**config.mk**
```make
export PLATFORM = sky130hd
export DESIGN_NAME = jt12_cic_integ
export DESIGN_NICKNAME = d
export VERILOG_FILES = /design/src/rtl/jt12_cic_integ.sv
export SDC_FILE = /design/constraint.sdc
export NUM_CORES = 1
export LEC_CHECK = 0
export CAP_MARGIN = 40
export CORE_MARGIN = 2
export CORE_UTILIZATION = 50
export CTS_CLUSTER_DIAMETER = 200
export DETAILED_ROUTE_END_ITERATION = 7
export PLACE_DENSITY = 0.7
export SLEW_MARGIN = 20
export SYNTH_ARGS = -nofsm -noshare
export SYNTH_HDL_FRONTEND = slang
export SYNTH_SLANG_ARGS = --single-unit
```
**constraint.sdc**
```tcl
create_clock -name clk -period 5.2 [get_ports clk]
set_input_delay 0.78 -clock clk [delete_from_list [all_inputs] [get_ports clk]]
set_output_delay 0.78 -clock clk [all_outputs]
set_load 0.02 [all_outputs]
```
**src/rtl/jt12_cic_integ.sv**
```systemverilog
// Interpolating half of the JT12 CIC chain: zero-stuffs comb samples from the
// input rate up to the output rate, runs n wrap-around integrators on cen_out,
// then shifts and saturates into a strobed output sample.
module jt12_cic_integ #(
  parameter int w_in  = 16,
  parameter int w_out = 16,
  parameter int n     = 2,
  parameter int g     = 4,
  parameter int shift = 0
) (
  input  logic                    clk,
  input  logic                    rst_n,
  input  logic                    cen_in,
  input  logic                    cen_out,
  input  logic signed [w_in-1:0]  snd_in,
  output logic signed [w_out-1:0] snd_out,
  output logic                    snd_stb,
  output logic                    overrun
);

  localparam int wi = w_in + g;

  // Refuse parameter sets where the scaled integrator cannot cover the output range.
  if (w_in + g < w_out + shift) begin : g_width_chk
    $error("jt12_cic_integ: w_in+g must be >= w_out+shift");
  end
  if (n < 1 || n > 4) begin : g_stage_chk
    $error("jt12_cic_integ: n must be in 1..4");
  end
  if (shift < 0 || shift > g) begin : g_shift_chk
    $error("jt12_cic_integ: shift must be in 0..g");
  end

  // Output clamp limits expressed at integrator width.
  localparam logic signed [wi-1:0] c_max = {{(wi-w_out+1){1'b0}}, {(w_out-1){1'b1}}};
  localparam logic signed [wi-1:0] c_min = {{(wi-w_out+1){1'b1}}, {(w_out-1){1'b0}}};

  logic signed [w_in-1:0]  r_pend_data;
  logic                    r_pend_flag;
  logic signed [wi-1:0]    r_integ [n];
  logic signed [w_out-1:0] r_snd_out;
  logic                    r_snd_stb;
  logic                    r_overrun;

  logic signed [w_in-1:0]  w_x;
  logic signed [wi-1:0]    w_x_ext;
  logic signed [wi-1:0]    w_t;
  logic signed [w_out-1:0] w_sat;

  // Pick the stuffed value: same-cycle input bypasses, else pending sample, else zero.
  always_comb begin
    // NOTE: every always_comb output gets a default first so no path can infer a latch.
    w_x = '0;
    if (cen_in) begin
      w_x = snd_in;
    end else if (r_pend_flag) begin
      w_x = r_pend_data;
    end
  end

  assign w_x_ext = wi'(w_x);
  assign w_t     = r_integ[n-1] >>> shift;

  // Clamp the scaled last-stage value into the signed output range.
  always_comb begin
    w_sat = w_t[w_out-1:0];
    if (w_t > c_max) begin
      w_sat = c_max[w_out-1:0];
    end else if (w_t < c_min) begin
      w_sat = c_min[w_out-1:0];
    end
  end

  // Input capture, integrator cascade and output register, all with synchronous reset.
  always_ff @(posedge clk) begin
    // NOTE: non-blocking assignments let every stage read its pre-strobe neighbour.
    if (!rst_n) begin
      r_pend_data <= '0;
      r_pend_flag <= 1'b0;
      // NOTE: the integrators are cleared explicitly; they hold the filter history,
      // so an unreset value would bias every following output sample.
      for (int k = 0; k < n; k++) begin
        r_integ[k] <= '0;
      end
      r_snd_out   <= '0;
      r_snd_stb   <= 1'b0;
      r_overrun   <= 1'b0;
    end else begin
      r_snd_stb <= cen_out;
      if (cen_out) begin
        r_pend_flag <= 1'b0;
        r_integ[0]  <= r_integ[0] + w_x_ext;
        for (int k = 1; k < n; k++) begin
          r_integ[k] <= r_integ[k] + r_integ[k-1];
        end
        r_snd_out <= w_sat;
      end else if (cen_in) begin
        r_pend_data <= snd_in;
        r_pend_flag <= 1'b1;
        if (r_pend_flag) begin
          r_overrun <= 1'b1;
        end
      end
    end
  end

  assign snd_out = r_snd_out;
  assign snd_stb = r_snd_stb;
  assign overrun = r_overrun;

endmodule

```
; Word-level counts from Yosys, hierarchy flattened
; Memories as Yosys holds them, arrays and structs flattened.
; Cells that the tools add are included.
[totals]
register_bits = 35
mem_bits_rw = 40
output_inout_bits = 18
wordCells = 27
memories = 1
[mem_list]
columns = memory, depth, width, read_ports, rd_clocked_by_memory_dff, write_ports, line_no
row1 = r_integ, 2, 20, 2, 0, 2, 40  ; logic signed [wi-1:0] r_integ [n];
[classes]
n_addsub = 2
order_cmp = 2
mux = 10
bitwise_logic = 4
n_reduce_logical = 3
[op_table]
columns = op, count
row1 = 2-to-1 mux 16 bit, 4
row2 = 2-to-1 mux 20 bit, 2
row3 = adder 20 x 16 -> 20 bit, 1
row4 = adder 20 bit, 1
row5 = greater-than comparator 20 x 16 -> 1 bit (second input constant), 1
row6 = < comparator 20 x 16 -> 1 bit (second input constant), 1
row7 = 2-to-1 mux 1 bit, 4
row8 = AND reduction 3 bit, 1
row9 = NOT 1 bit, 2
row10 = OR 1 bit, 2
row11 = AND reduction 2 bit, 1
row12 = OR reduction 2 bit, 1

; Logic depth before layout (Yosys ltp)
; Gate-level depths: netlist of run 1.
[logic_depth]
word_depth = 4
depth_mapped = 12
mapped_depth_nobuf = 11

; Least setup slack after synthesis of run 1
; OpenSTA, ideal clock, no wires.
[synth_path]
path_type = input port to flip-flop
start = input port cen_in
end = memory r_integ[0][14] in the netlist's numbering (data pin)
setup_time_ns = 0.147
t_arrival_ns = 2.993
required_time_ns = 5.053
slack_ns = 2.060
cell_stages = 12
cell_sequence = nor2b_1 -> clkbuf_1 -> a22o_1 -> ha_1 -> inv_1 -> fa_1 -> nor2b_1 -> o31a_1 -> nor4_1 -> or3_1 -> a21o_1 -> a21oi_1
[synth_lines]
columns = item, line_no
row1 = start: declaration, 13  ; input logic cen_in,
row2 = end: declaration, 40

==> reports/results.tsv, run 1 <==
metric	value	unit
crit-path max FO	24	
synth top area cells	edfxtp_1, dfxtp_1, ha_1, nand2_1, o21ai_0	
final wirelength	11.11	mm
CTS Sinks	75	
Post-synth top cells	nand2_1, nor2_1, edfxtp_1	
CP Data Arrival Time	3.75	ns
drt pass-1 iters	5	
Startpoint Class	primary input	
Clock Pin Slew Worst Setup and Hold Paths	0.08	ns
core footprint	0.009639	mm2
Static Leak	0.002312	uW
Achievable Freq	275.3	MHz
#FFs+latches synth	75	
HP Class	flop to flop	
clock period minus final worst setup slack	3.633	ns
largest net degree at the start of global routing	42	
Syn Area/Cell	8.988	um2
Clock Skew	0.007262	ns
Synth cell types	59	
Sw Ratio	31.96	%
final slew viol count	0	
Synth top area share	24.48	%
Comb pwr share	27.0	%
final instance area	0.005593	mm2
final worst path period share	69.87	%
ANT cells	0	
Post-DP Area	0.005396	mm2
FFs w/ async S/R, synth	0	%
DRT iter0 DRCs	183	
setup tns final	0	ns
type of destination of the critical path	flop	
TritonCTS Buffers	9	
Clock power frac	28.4	%
total number of vias	4068	
Clock Tree Root	clkbuf_8	
hold buffers post-CTS	0	
Die X	103.1	um
post-synthesis sequential area ratio	38.76	%
Site Rows	36	
# DRC	0	
number of global-route vias before repair	3714	
Main synth FF type	edfxtp_1	
Vias/cell	5.713	
worst relative slew slack	51.36	%
share of layout cells above drive strength 1	5.699	%
Pint	1110	uW
syn nets	606	
Flop pwr share	44.6	%
Setup CP Type	primary input to flop	
PortBufs	37	
Post-Syn Area	0.004907	mm2
# IOs	38	
Skew-Pair Late Insertion Delay	0.37	ns
RSZ-0062 raised after global routing	false	
Required @ worst endpoint	5.32	ns
total track usage	21.91	%
first-pass GRT wire length	17.94	mm
TritonCTS clock tree	built	
Post-DRT Antenna Nets	0	
peak supply drop	0.0001273	V
Hold Vio Cnt, Final	0	
Die Y-Extent	103.1	um
MaxCap Viol Count	0	
cell with the most instances after synthesis	nand2_1	
Worst-Margin Slew	0.7111	ns
Min Hold Slack	0.4354	ns
initial core utilization	50.91	%
Final GP Congestion	0.8839	
Syn Inst Count	546	
hpwl dp	8.248	mm
post-CTS sizing	0	
H-tree depth	3	
setup bufs post-CTS	0	
routed len/inst	15.60	um
Area Overhead vs Synth	13.97	%
outcome	complete, no violations	
gr ovfl total	0	
area leader, netlist	edfxtp_1	
Post-synth EDFFs	40	
NetSw	521.5	uW
post-layout util	58.02	%
initial antenna violation count	0	
number of nets in the layout	634	
Warnings, synthesis	0	
power density over the cells	291.8	mW/mm2
Final setup viols	0	
die area	0.01062	mm2
CTS Buffer Depth	2	
final timing paths:
path                    start             end  slack [ns]  depth (start not counted)
setup / recovery       cen_in  r_integ[0][16]        1.57                         14
hold / removal    snd_out[11]     snd_out[11]        0.44                          2
setup reg to reg  r_pend_flag  r_integ[0][16]        2.09                         12
hold reg to reg   snd_out[11]     snd_out[11]        0.44                          2
power groups by stage:
| stage | Clock [uW] | Sequential, uW | Combinational, uW |
|---|---|---|---|
| 3_3_place_gp | 0 | 738 | 424 |
| 4_1_cts | 472 | 726 | 440 |
| 2_1_floorplan | 0 | 742 | 301 |
| 6_report | 463 | 727 | 441 |
| 3_5_place_dp | 0 | 740 | 437 |
| 5_1_grt | 494 | 734 | 492 |
critical path, stage by stage:
cell and delay, ns:
clkdlybuf4s50_1 0.40, buf_4 0.21, nor2b_1 0.16, buf_4 0.20, a22o_1 0.14, ha_1 0.16
inv_1 0.06, fa_1 0.37, nor2b_1 0.26, o2111ai_1 0.17, a31oi_1 0.43, a41oi_1 0.20
xor2_1 0.15, nor2_1 0.05
stage by stage:
stage	worst slack, ns	power (uW)	std cells
after CTS	1.608	1638	712
after global routing	1.428	1720	712
after floorplan	2.060	1044	546
after detailed placement	1.206	1177	696
after global placement	1.350	1162	695
final	1.567	1632	712
logic make-up after synthesis:
logic type	count (synthesis)	share of synthesized area, %
simple gates	210	19.96
compound gates	158	23.15
flops	75	38.76
fa+ha+maj	40	10.50
buf+inv	37	2.856
xor+xnor	21	3.748
mux	5	1.020
state kept, by name, indices dropped and copies added, names as in the netlist:
register and count:
r_pend_flag 1, r_integ 40, snd_stb 1, snd_out 16
r_pend_data 16, overrun 1
per-layer routing:
metal	wire [um]	track usage (%)
met5	0	0
met4	112	6.377
met3	574	4.339
met2	5103	34.92
met1	5320	30.33
cell type report:
type                            count  area (um2)
Fill cell                         898        4046
Tap cell                          133       166.4
Clock buffer                       12       145.1
Inverter                           10       37.54
Sequential cell                    75        1902
Multi-Input combinational cell    434        2868
Clock inverter                      4       51.30
Timing Repair Buffer               44       422.9
placed cells by master, fill, tap and decap left out, types with 4 or more instances in the layout:
| cell | count |
|---|---|
| dfxtp_1 | 35 |
| nand3_1 | 11 |
| xor2_1 | 10 |
| nor2_1 | 42 |
| o21a_1 | 7 |
| a22o_1 | 11 |
| o21bai_1 | 5 |
| xnor2_1 | 11 |
| nor2b_1 | 8 |
| a21oi_1 | 30 |
| nand2b_1 | 5 |
| ha_1 | 38 |
| nor3_1 | 9 |
| nand4_1 | 8 |
| clkdlybuf4s50_1 | 37 |
| nand2_1 | 92 |
| edfxtp_1 | 40 |
| and3_1 | 13 |
| clkbuf_8 | 10 |
| a31oi_1 | 4 |
| a21boi_0 | 17 |
| inv_1 | 10 |
| a21o_1 | 13 |
| nor4_1 | 4 |
| buf_4 | 7 |
| o211ai_1 | 4 |
| mux2i_1 | 5 |
| o21ai_0 | 32 |
| a211oi_1 | 6 |
Power figures use the tool's default switching activity.
==> run 2: changes to the inputs <==
- PLACE_DENSITY: 0.7 -> 0.73
- clock period: 5.2 -> 3.3 ns (I/O delays scaled with it)
==> run 2 against run 1 <==
Against the previous run: register-to-register slack got worse by 1.8 ns; clock skew increased by 0.0061 ns; utilization increased by 1.8 points; critical endpoint is now r_integ[0][14]; largest power group unchanged; final cell count increased by 2.8%; wire length increased by 0.98%; sequential power increased by 58%; first-iteration DRC count increased by 11%; highest routed layer unchanged.
==> reports/results.tsv, run 2 (same netlist as run 1, synthesis figures left out) <==
metric	value	unit
Die Y-Extent	103.1	um
Post-DP Area	0.005544	mm2
DRT iter0 DRCs	203	
Static Leak	0.002420	uW
Setup CP Type	primary input to flop	
Post-DRT Antenna Nets	0	
commonest non-fill, non-tap cell in the layout	nand2_1	
post-layout util	59.77	%
power density over the cells	462.6	mW/mm2
H-tree depth	3	
type of destination of the critical path	flop	
peak supply drop	0.0002234	V
final wirelength	11.22	mm
number of nets in the layout	654	
Vias/cell	5.691	
Pwr Total	2665	uW
# fillers	900	
core footprint	0.009639	mm2
Min Hold Slack	0.4380	ns
Required @ worst endpoint	3.51	ns
setup bufs post-CTS	0	
total track usage	22.66	%
# IOs	38	
share of layout cells above drive strength 1	8.848	%
TritonCTS clock tree	built	
number of global-route vias before repair	4034	
Skew-Pair Late Insertion Delay	0.36	ns
ANT cells	0	
PortBufs	37	
CTS Buffer Depth	2	
outcome	complete, no violations	
final worst path period share	92.87	%
drt pass-1 iters	5	
final instance area	0.005762	mm2
CP Data Arrival Time	3.28	ns
TritonCTS Buffers	9	
Site Rows	36	
initial antenna violation count	0	
RSZ-0062 raised after global routing	false	
MaxCap Viol Count	0	
initial core utilization	50.91	%
hpwl dp	8.386	mm
first-pass GRT wire length	18.64	mm
final slew viol count	0	
Largest Register	r_integ	
clock period minus final worst setup slack	3.065	ns
Clock Pin Slew Worst Setup and Hold Paths	0.08	ns
total number of vias	4166	
HP Class	flop to flop	
hold buffers post-CTS	0	
Hold Vio Cnt, Final	0	
Clock Skew	0.01333	ns
Final GP Congestion	0.8915	
Largest register FFs	40	
gr ovfl total	0	
Clock Tree Root	clkbuf_8	
Sequential Area	0.001902	mm2
Achievable Freq	326.3	MHz
Final setup viols	0	
# DRC	0	
crit-path max FO	4	
Worst-Margin Slew	0.6303	ns
die area	0.01062	mm2
area of the multi-input gates	0.002865	mm2
Area Overhead vs Synth	17.41	%
largest net degree at the start of global routing	42	
Die X	103.1	um
most frequent cells in the layout	nand2_1, nor2_1, edfxtp_1, ha_1, clkdlybuf4s50_1	
worst relative slew slack	56.89	%
CTS Sinks	75	
Startpoint Class	primary input	
post-CTS sizing	0	
routed len/inst	15.33	um
setup tns final	0	ns
-- run 2: changes by cell type in the layout (fill, tap and decap cells not counted) --
cell / delta
clkinv_4: +1
nor2b_2: -1
nor2b_1: +1
bufinv_16: +1
clkbuf_8: -1
buf_4: +20
clkbuf_1: -1
-- run 2: power breakdown --
part / leakage [uW] / internal [uW] / switching [uW] / total, uW
clock: 0.000106 / 428 / 371 / 799
sequential: 0.000729 / 1080 / 63.9 / 1150
combinational: 0.00158 / 319 / 402 / 721
total: 0.00242 / 1830 / 837 / 2670
-- run 2: worst max-delay path, cell delays in order --
cell and delay, ns:
clkdlybuf4s50_1 0.42, nor2b_1 0.24, a22o_1 0.18, ha_1 0.16, inv_1 0.05, fa_1 0.38, nor2b_1 0.24, o31a_1 0.22
nor4_1 0.07, buf_4 0.14, or3_1 0.36, a21o_1 0.19, a21oi_1 0.12
-- run 2: cell type report --
| class | instances | area share (%) |
|---|---|---|
| Tap cell | 133 | 2.888 |
| Sequential cell | 75 | 33.01 |
| Clock inverter | 6 | 1.564 |
| Inverter | 10 | 0.6515 |
| Multi-Input combinational cell | 434 | 49.73 |
| Clock buffer | 10 | 2.215 |
| Timing Repair Buffer | 64 | 9.946 |
-- run 2: metrics by stage --
stage / worst slack (ns) / cells
3_3_place_gp: 0.01740 / 715
5_1_grt: 0.06359 / 732
4_1_cts: 0.2843 / 732
3_5_place_dp: -0.06957 / 716
2_1_floorplan: 0.4453 / 546
6_report: 0.2354 / 732
-- run 2: worst paths after layout --
path | endpoint | slack, ns | start | cells after the start
worst min register to register | snd_out[3] | 0.44 | snd_out[3] | 2
worst max register to register | r_integ[0][14] | 0.28 | r_pend_flag | 12
worst min-delay path | snd_out[3] | 0.44 | snd_out[3] | 2
worst max-delay path | r_integ[0][14] | 0.24 | cen_in | 13
-- run 2: per-layer routing --
metal / share of wire (%) / global-route usage [%]
met3: 5.0 / 4.339
met1: 47 / 28.86
met2: 46 / 37.81
met5: 0 / 0
met4: 2.2 / 9.312
==> run 3: changes to the inputs <==
- PLACE_DENSITY: 0.73 -> 0.7
- clock period: 3.3 -> 3.8 ns (I/O delays scaled with it)
==> run 3 against run 2 <==
Against the previous run: clock-buffer cell count grew 1; critical path type unchanged; global-route usage hardly changed; final cell count is 2.2% lower; clock power decreased by 22%; sequential power fell by 13%; register-to-register slack better by 0.38 ns; worst setup slack better by 0.31 ns; largest power group unchanged; utilization is 1.5 points lower; largest cell class unchanged; clock skew is 0.0041 ns lower.
==> reports/results.tsv, run 3 (same netlist as run 1, synthesis figures left out) <==
metric	value	unit
TritonCTS clock tree	built	
Area Overhead vs Synth	14.48	%
total track usage	22.67	%
Clock Skew	0.009190	ns
setup bufs post-CTS	0	
Sw Ratio	32.25	%
Die Y-Extent	103.1	um
NetSw	717.5	uW
hpwl dp	8.408	mm
Sequential Area	0.001902	mm2
Static Leak	0.002325	uW
# IOs	38	
final slew viol count	0	
Flop pwr share	44.7	%
Hold Vio Cnt, Final	0	
share of layout cells above drive strength 1	6.175	%
Pint	1507	uW
H-tree depth	3	
Die X	103.1	um
clock period minus final worst setup slack	3.255	ns
Largest Register	r_integ	
Vias/cell	5.735	
largest net degree at the start of global routing	42	
final wirelength	11.06	mm
Startpoint Class	primary input	
die area	0.01062	mm2
Final GP Congestion	0.9397	
Skew-Pair Late Insertion Delay	0.36	ns
gr ovfl total	0	
number of global-route vias before repair	3878	
CTS Sinks	75	
Worst-Margin Slew	0.5916	ns
Post-DRT Antenna Nets	0	
Clock Tree Root	clkbuf_8	
total number of vias	4106	
first-pass GRT wire length	18.77	mm
Routed met3 length	625	um
peak supply drop	0.0001772	V
number of nets in the layout	638	
MaxCap Viol Count	0	
post-route setup slack	0.5448	ns
CP Data Arrival Time	3.47	ns
Min Hold Slack	0.4346	ns
setup tns final	0	ns
power density over the cells	396.0	mW/mm2
Achievable Freq	307.2	MHz
Clock Pin Slew Worst Setup and Hold Paths	0.08	ns
Comb pwr share	27.3	%
routed len/inst	15.45	um
# DRC	0	
worst relative slew slack	60.56	%
HP Class	flop to flop	
commonest non-fill, non-tap cell in the layout	nand2_1	
initial antenna violation count	0	
initial core utilization	50.91	%
WL met1	5.096	mm
# fillers	925	
TritonCTS Buffers	9	
crit-path max FO	6	
Final setup viols	0	
Top Layer Used	met4	
post-CTS sizing	0	
most frequent cells in the layout	nand2_1, nor2_1, edfxtp_1, ha_1, clkdlybuf4s50_1	
RSZ-0062 raised after global routing	false	
ANT cells	0	
pre-CTS WS	0.2019	ns
Largest register FFs	40	
hold buffers post-CTS	0	
Site Rows	36	
Pwr Total	2225	uW
Met2 Routed Length	5.137	mm
Required @ worst endpoint	4.02	ns
PortBufs	37	
outcome	complete, no violations	
core footprint	0.009639	mm2
Setup CP Type	primary input to flop	
type of destination of the critical path	flop	
area of the multi-input gates	0.002865	mm2
DRT iter0 DRCs	159	
final worst path period share	85.66	%
drt pass-1 iters	5	
CTS Buffer Depth	2	
Clock power frac	28.0	%
## run 3: cell count changes in the layout (fill, tap and decap cells not counted)
cell | previous run | this run
buf_4 | 27 | 11
clkbuf_1 | 1 | 2
clkinv_2 | 1 | 0
inv_6 | 0 | 1
clkinvlp_4 | 1 | 2
bufinv_16 | 2 | 1
clkinv_4 | 2 | 1
## run 3: power groups by stage
stage / combinational, uW / sequential, uW / clock, uW
3_3_place_gp: 586 / 1010 / 0
3_5_place_dp: 600 / 1010 / 0
2_1_floorplan: 412 / 1020 / 0
4_1_cts: 604 / 995 / 641
6_report: 607 / 995 / 623
5_1_grt: 679 / 1000 / 676
## run 3: path summary, 6_finish.rpt
path | cells after the start | to | from | slack, ns
worst max-delay path | 11 | r_integ[0][18] | cen_in | 0.54
worst min-delay path | 2 | snd_out[12] | snd_out[12] | 0.43
worst max register to register | 10 | r_integ[0][18] | r_pend_flag | 0.66
worst min register to register | 2 | snd_out[12] | snd_out[12] | 0.43
## run 3: stage by stage
| step | instances | instance area [um2] | util (%) |
|---|---|---|---|
| 2_1_floorplan | 546 | 4907 | - |
| 3_3_place_gp | 699 | 5416 | 56.19 |
| 3_5_place_dp | 700 | 5424 | 56.27 |
| 4_1_cts | 716 | 5618 | 58.28 |
| 5_1_grt | 716 | 5618 | 58.28 |
| 6_report | 716 | 5618 | 58.28 |
## run 3: critical path: stages
cell and delay [ns]:
clkdlybuf4s50_1 0.41, nor2b_1 0.38, buf_4 0.22, a22o_1 0.12, ha_1 0.29, a211oi_1 0.30, o21bai_1 0.14, nor4_1 0.49
nor2_1 0.16, a21oi_1 0.19, mux2i_1 0.19
## run 3: layout make-up
cell class | count | area share [%]
Inverter | 10 | 0.6682
Clock inverter | 5 | 1.114
Timing Repair Buffer | 48 | 8.062
Tap cell | 133 | 2.962
Multi-Input combinational cell | 434 | 51.00
Sequential cell | 75 | 33.85
Clock buffer | 11 | 2.339
## run 3: metal layers
metal | global-route usage, % | vias up
li1 | - | 2078
met1 | 30.75 | 1882
met2 | 36.46 | 129
met3 | 4.068 | 17
met4 | 7.996 | 0
met5 | 0 | -
